==> src/rtl/sha3_msg_sequencer.sv <==
// rtl/sha3_msg_sequencer.sv - feeds one message into sha3_low_throughput and captures its 512-bit digest
// Optional digest-wait watchdog enabled by defining SHA3_SEQ_WATCHDOG_EN.
module sha3_msg_sequencer #(
  parameter int LEN_W       = 16,
  parameter int WDOG_CYCLES = 4096
) (
  input  logic             clk,
  input  logic             reset,
  input  logic             start,
  input  logic [LEN_W-1:0] msg_len,
  output logic             busy,
  input  logic [31:0]      src_data,
  input  logic             src_valid,
  output logic             src_ready,
  output logic             core_reset,
  output logic [31:0]      core_in,
  output logic             core_in_ready,
  output logic             core_is_last,
  output logic [1:0]       core_byte_num,
  input  logic             core_buffer_full,
  input  logic [511:0]     core_out,
  input  logic             core_out_ready,
  output logic [511:0]     digest,
  output logic             digest_valid,
  input  logic             digest_ack,
  output logic             error
);

  localparam int NW_W = LEN_W - 2;

  typedef enum logic [2:0] {
    S_CLEAR,
    S_IDLE,
    S_FEED,
    S_LAST,
    S_WAIT,
    S_HOLD
  } state_t;

  state_t          state;
  state_t          state_nxt;
  logic [NW_W-1:0] nwords;
  logic [1:0]      rem;
  logic            can_issue;
  logic            src_hs;
  logic            empty_issue;
  logic            wdog_expire;

  // One word per two cycles at most, so buffer_full always reflects the previous word.
  assign can_issue   = !core_buffer_full && !core_in_ready;
  assign src_hs      = src_valid && src_ready;
  assign empty_issue = (state == S_LAST) && (rem == 2'd0) && can_issue;

`ifdef SHA3_SEQ_WATCHDOG_EN
  localparam int WDOG_W = $clog2(WDOG_CYCLES + 1);

  logic [WDOG_W-1:0] wdog_cnt;

  always_ff @(posedge clk) begin
    if (reset || state != S_WAIT) begin
      wdog_cnt <= '0;
    end else if (wdog_cnt != WDOG_W'(WDOG_CYCLES - 1)) begin
      wdog_cnt <= wdog_cnt + WDOG_W'(1);
    end
  end

  assign wdog_expire = (state == S_WAIT) && !core_out_ready &&
                       (wdog_cnt == WDOG_W'(WDOG_CYCLES - 1));
`else
  assign wdog_expire = 1'b0;
`endif

  always_ff @(posedge clk) begin
    if (reset) begin
      state <= S_CLEAR;
    end else begin
      state <= state_nxt;
    end
  end

  always_comb begin
    state_nxt = state;
    case (state)
      S_CLEAR: state_nxt = S_IDLE;
      S_IDLE: begin
        if (start) begin
          state_nxt = (msg_len[LEN_W-1:2] != '0) ? S_FEED : S_LAST;
        end
      end
      S_FEED: begin
        if (src_hs && nwords == NW_W'(1)) begin
          state_nxt = S_LAST;
        end
      end
      S_LAST: begin
        if ((rem != 2'd0) ? src_hs : empty_issue) begin
          state_nxt = S_WAIT;
        end
      end
      S_WAIT: begin
        if (core_out_ready) begin
          state_nxt = S_HOLD;
        end else if (wdog_expire) begin
          state_nxt = S_CLEAR;
        end
      end
      S_HOLD: begin
        if (digest_ack) begin
          state_nxt = S_CLEAR;
        end
      end
      default: state_nxt = S_CLEAR;
    endcase
  end

  always_comb begin
    busy       = 1'b0;
    src_ready  = 1'b0;
    core_reset = reset;
    case (state)
      S_CLEAR: core_reset = 1'b1;
      S_IDLE:  busy = 1'b0;
      S_FEED: begin
        busy      = 1'b1;
        src_ready = can_issue;
      end
      S_LAST: begin
        busy      = 1'b1;
        src_ready = (rem != 2'd0) && can_issue;
      end
      S_WAIT:  busy = 1'b1;
      S_HOLD:  busy = 1'b1;
      default: busy = 1'b0;
    endcase
  end

  // Core strobes are single-cycle pulses; data and byte count hold between pulses.
  always_ff @(posedge clk) begin
    if (reset) begin
      nwords        <= '0;
      rem           <= 2'd0;
      core_in       <= 32'h0;
      core_in_ready <= 1'b0;
      core_is_last  <= 1'b0;
      core_byte_num <= 2'd0;
      digest        <= '0;
      digest_valid  <= 1'b0;
      error         <= 1'b0;
    end else begin
      core_in_ready <= 1'b0;
      core_is_last  <= 1'b0;
      case (state)
        S_IDLE: begin
          if (start) begin
            nwords <= msg_len[LEN_W-1:2];
            rem    <= msg_len[1:0];
            error  <= 1'b0;
          end
        end
        S_FEED: begin
          if (src_hs) begin
            core_in       <= src_data;
            core_in_ready <= 1'b1;
            core_byte_num <= 2'd0;
            nwords        <= nwords - NW_W'(1);
          end
        end
        S_LAST: begin
          if (rem != 2'd0 && src_hs) begin
            core_in       <= src_data;
            core_in_ready <= 1'b1;
            core_is_last  <= 1'b1;
            core_byte_num <= rem;
          end else if (empty_issue) begin
            core_in       <= 32'h0;
            core_in_ready <= 1'b1;
            core_is_last  <= 1'b1;
            core_byte_num <= 2'd0;
          end
        end
        S_WAIT: begin
          if (core_out_ready) begin
            digest       <= core_out;
            digest_valid <= 1'b1;
          end else if (wdog_expire) begin
            error <= 1'b1;
          end
        end
        S_HOLD: begin
          if (digest_ack) begin
            digest_valid <= 1'b0;
          end
        end
        default: ;
      endcase
    end
  end

endmodule

==> config.mk <==
export PLATFORM = sky130hd
export DESIGN_NAME = sha3_msg_sequencer
export DESIGN_NICKNAME = d
export VERILOG_FILES = /design/src/rtl/sha3_msg_sequencer.sv
export SDC_FILE = /design/constraint.sdc
export NUM_CORES = 1
export LEC_CHECK = 0
export BUFFER_PORTS_ARGS = -buffer_cell sky130_fd_sc_hd__clkbuf_2
export CAP_MARGIN = 20
export CORE_AREA = 2 2 433 435
export CTS_CLUSTER_SIZE = 25
export DETAILED_ROUTE_END_ITERATION = 10
export DIE_AREA = 0 0 435 437
export RECOVER_POWER = 100
export SLEW_MARGIN = 20
export SYNTH_ARGS = -nofsm -noshare
export SYNTH_HDL_FRONTEND = slang
export SYNTH_SLANG_ARGS = --single-unit
==> constraint.sdc <==
create_clock -name clk -period 1.8 [get_ports clk]
set_input_delay 0.18 -clock clk [delete_from_list [all_inputs] [get_ports clk]]
set_output_delay 0.18 -clock clk [all_outputs]
set_load 0.1 [all_outputs]
==> results.yml <==
run_status:
  status: "complete, but fails checks"
  violations: "negative setup slack"
floorplanning:
  start_util_pct: 10.9
  ioPinCount: 1120
  core_area_mm2: 0.185
  fp.dieW_um: 435
  rows: 158
  dieHeight_um: 437
  fp.dieArea_mm2: 0.190
worst_setup_path:
  max_stage_delay_ps: 360
  crit_family: "simple AND/OR/NAND/NOR gates"
  cp_slowest_cell: "dfxtp_4"
  required_ps: 1620
  critPathBufInv: 2
  worstPathArrival_ps: 1920
  reg2reg_from: "state[2]"
  crit_type: "reg -> out"
  startpoint: "state[2]"
  start_kind: "flip-flop"
  path_max_fanout: 3
  path_cells: "buf_6 -> nor4b_4 -> and3_4 -> buf_12"
  setup.worst_path.end_class: "output pin"
cells_and_area:
  fillCellCount: 20700
  drive_gt1_share_pct: 33.9
  final_nets: 4771
  final_cells: 6755
  syn2layout_area_growth_pct: 94.4
timing:
  layout_min_cycle_time_ps: 2100
  fmax_ghz: 0.477
  finalHoldViolCount: 0
  slew_headroom_pct: 25.4
  finalClockSkew_ps: 39.2
  fin_crit_sh_pct: 116
  worstMarginPinSlew_ps: 1120
  tns_ps: -465
  setup_slack_ps: -296
  setup_viol_count_final: 16
  drv_slew: 0
  rsz0062_at_grt: "true"
cts:
  cts_root_buffer: "clkbuf_16"
  clk_pin_slew_worst_paths_ps: 60
  cts_buffers: 80
  clock_sinks: 568
  cts.htree.levels: 3
  cts_tree: "built"
  cts.path.max_buffers: 3
  clkLatencyLatePin_ps: 700
placed_design:
  post-place-cells: 6002
  pre_cts_slack_ps: -173
  port_buffers: 1118
  dp_hpwl_mm: 134
  gp_congestion: 0.989
routing:
  highest_layer: "met5"
  post_drt_wl_per_cell_um: 24.5
  finalWirelength_mm: 166
  met1Wirelength_mm: 64.0
  drc_errors: 0
  first_pass_iters: 5
  met2_length_mm: 79.3
  route.antenna.remaining_nets: 0
  met3_wirelength_mm: 16.2
  drtIter0Drc: 1788
  via_count: 24800
  routed_via_density: 3.68
logic_synthesis:
  avgSynthCellArea_um2: 8.09
  yosysSeqAreaShare_pct: 56.5
  synth_area_mm2: 0.0201
  yosysWarnings: 0
  synth_seq_cells: 568
  syn_nets: 3057
  synth_flop_cell: "dfxtp_1"
  async_flop_share_pct: 0
  ys_types: 49
  synth_edf_count: 0
  netlist_instances: 2487
power_and_ir_drop:
  irDropWorstVdd_mv: 0.635
  leakagePower_nw: 15.8
  powerDensity_mw_per_mm2: 959
global_route:
  grt_usage_pct: 16.5
  grt_start_max_net_pins: 59
  grt-ovfl-total: 0
  antenna_found_initial: 60
  grt_pass1_vias: 24600
  grt_pass1_wl_mm: 215
hold_path:
  hold_path.class: "in -> reg"
  hold_start: "reset"
job:
  maxCapViolCount: 0
-- cells by family after synthesis --
group / Yosys count / share of synthesized area (%)
AND/OR/NAND/NOR: 1105 / 21.4
AO/OA/AOI/OAI: 609 / 16.2
flip-flops: 568 / 56.5
buffers and inverters: 197 / 5.46
multiplexers: 4 / 0.205
adder cells (fa/ha/maj): 3 / 0.187
other: 1 / 0.0186
-- cell type report --
| class | instances | area (um^2) | area share [%] |
|---|---|---|---|
| Clock inverter | 36 | 449 | 1.15 |
| Inverter | 8 | 32.5 | 0.0832 |
| Timing Repair Buffer | 1821 | 14000 | 35.8 |
| Multi-Input combinational cell | 1722 | 7830 | 20.0 |
| Clock buffer | 106 | 2280 | 5.84 |
| Sequential cell | 568 | 11400 | 29.1 |
| Antenna cell | 14 | 35.0 | 0.0896 |
| Tap cell | 2480 | 3100 | 7.94 |
-- worst paths after layout --
path                endpoint  slack, ps  cells past startpoint
setup / recovery   src_ready       -300                      4
hold / removal      state[1]        100                      4
setup reg to reg    state[0]        -50                      7
hold reg to reg   digest[41]        450                      2
-- flip-flops by register name, indices dropped and copies added (netlist names) --
signal         flops
digest           512
nwords            14
core_in_ready      1
core_byte_num      2
core_in           32
core_is_last       1
rem                2
state              3
digest_valid       1
-- synthesized netlist by cell type, types with 2 or more instances --
cell type | count | share of area (%)
nand2_1 | 1052 | 20
dfxtp_1 | 568 | 57
a21oi_1 | 533 | 13
clkbuf_1 | 69 | 1.3
buf_2 | 62 | 1.5
buf_4 | 41 | 1.5
a22o_1 | 32 | 1.4
buf_6 | 17 | 0.95
nor2_1 | 15 | 0.28
o21ai_0 | 13 | 0.32
nand3_1 | 9 | 0.22
inv_1 | 7 | 0.13
o31ai_1 | 6 | 0.22
a31oi_1 | 4 | 0.12
nor3_1 | 4 | 0.10
a32o_1 | 3 | 0.15
and3_1 | 3 | 0.093
ha_1 | 3 | 0.19
mux2i_1 | 3 | 0.15
nand3b_1 | 3 | 0.11
nor4_1 | 3 | 0.093
a21o_1 | 2 | 0.075
a221oi_1 | 2 | 0.087
and2_1 | 2 | 0.062
nand2b_1 | 2 | 0.062
nor3b_1 | 2 | 0.075
nor4_4 | 2 | 0.21
o211ai_1 | 2 | 0.075
o21ai_1 | 2 | 0.050
or4_1 | 2 | 0.075
-- per-layer routing --
| metal | vias up | GRT usage, % |
|---|---|---|
| met5 | - | 0 |
| met4 | 6 | 5.47 |
| met3 | 273 | 6.35 |
| met2 | 1106 | 28.0 |
| met1 | 11900 | 18.9 |
| li1 | 11600 | - |
-- power breakdown --
part	switching, W	total, W	internal (W)
logic	0.00500	0.00763	0.00263
clock network	0.00688	0.0166	0.00972
registers	0.000304	0.0133	0.0130
total	0.0122	0.0375	0.0253
-- placed cells by master, fill, tap and decap left out, drive strengths merged, types with 2 or more instances in the layout --
cell type / netlist / layout
clkbuf: 69 / 1159
nand2: 1052 / 1052
dfxtp: 568 / 568
dlygate4sd3: 0 / 564
a21oi: 535 / 535
buf: 120 / 201
a22o: 32 / 32
clkinv: 0 / 21
nor2: 15 / 15
o21ai: 15 / 15
diode: 0 / 14
inv: 8 / 13
nand3: 9 / 9
o31ai: 6 / 6
bufinv: 0 / 5
clkinvlp: 0 / 5
nor4: 5 / 5
nor3: 4 / 4
a31oi: 4 / 4
nand3b: 3 / 3
mux2i: 3 / 3
a32o: 3 / 3
and3: 3 / 3
ha: 3 / 3
a21o: 2 / 2
nand2b: 2 / 2
nor3b: 2 / 2
o211ai: 2 / 2
a221oi: 2 / 2
or4: 2 / 2
dlymetal6s4s: 0 / 2
and2: 2 / 2
-- worst reg2reg max path, cell delays in order, from the launching register on --
cell and delay, ps:
dfxtp_4 370, inv_4 60, ha_4 150, and2_0 250, o21ai_0 310, a31oi_1 150, o21ai_0 110, mux2_2 350
-- through the flow --
stage	hold slack [ps]	total power [W]	utilization [%]	area, um^2
after global routing	84.1	0.0390	21.1	39100
after CTS	10.1	0.0380	20.8	38500
after floorplan	295	0.0173	-	20100
after global placement	403	0.0196	15.8	29200
final	103	0.0375	21.1	39100
after detailed placement	408	0.0196	15.8	29200
-- repair_timing --
| item | in CTS | in global routing |
|---|---|---|
| endpoints found under the hold margin | 563 | 0 |
| setup buffers | 7 | 9 |
| hold buffers | 567 | 0 |
| resized for setup | 222 | 68 |
| cloned | 4 | 11 |
| setup endpoints to repair | 609 | 248 |
| pin swaps | 5 | 8 |
(Power assumes the default switching activity.)
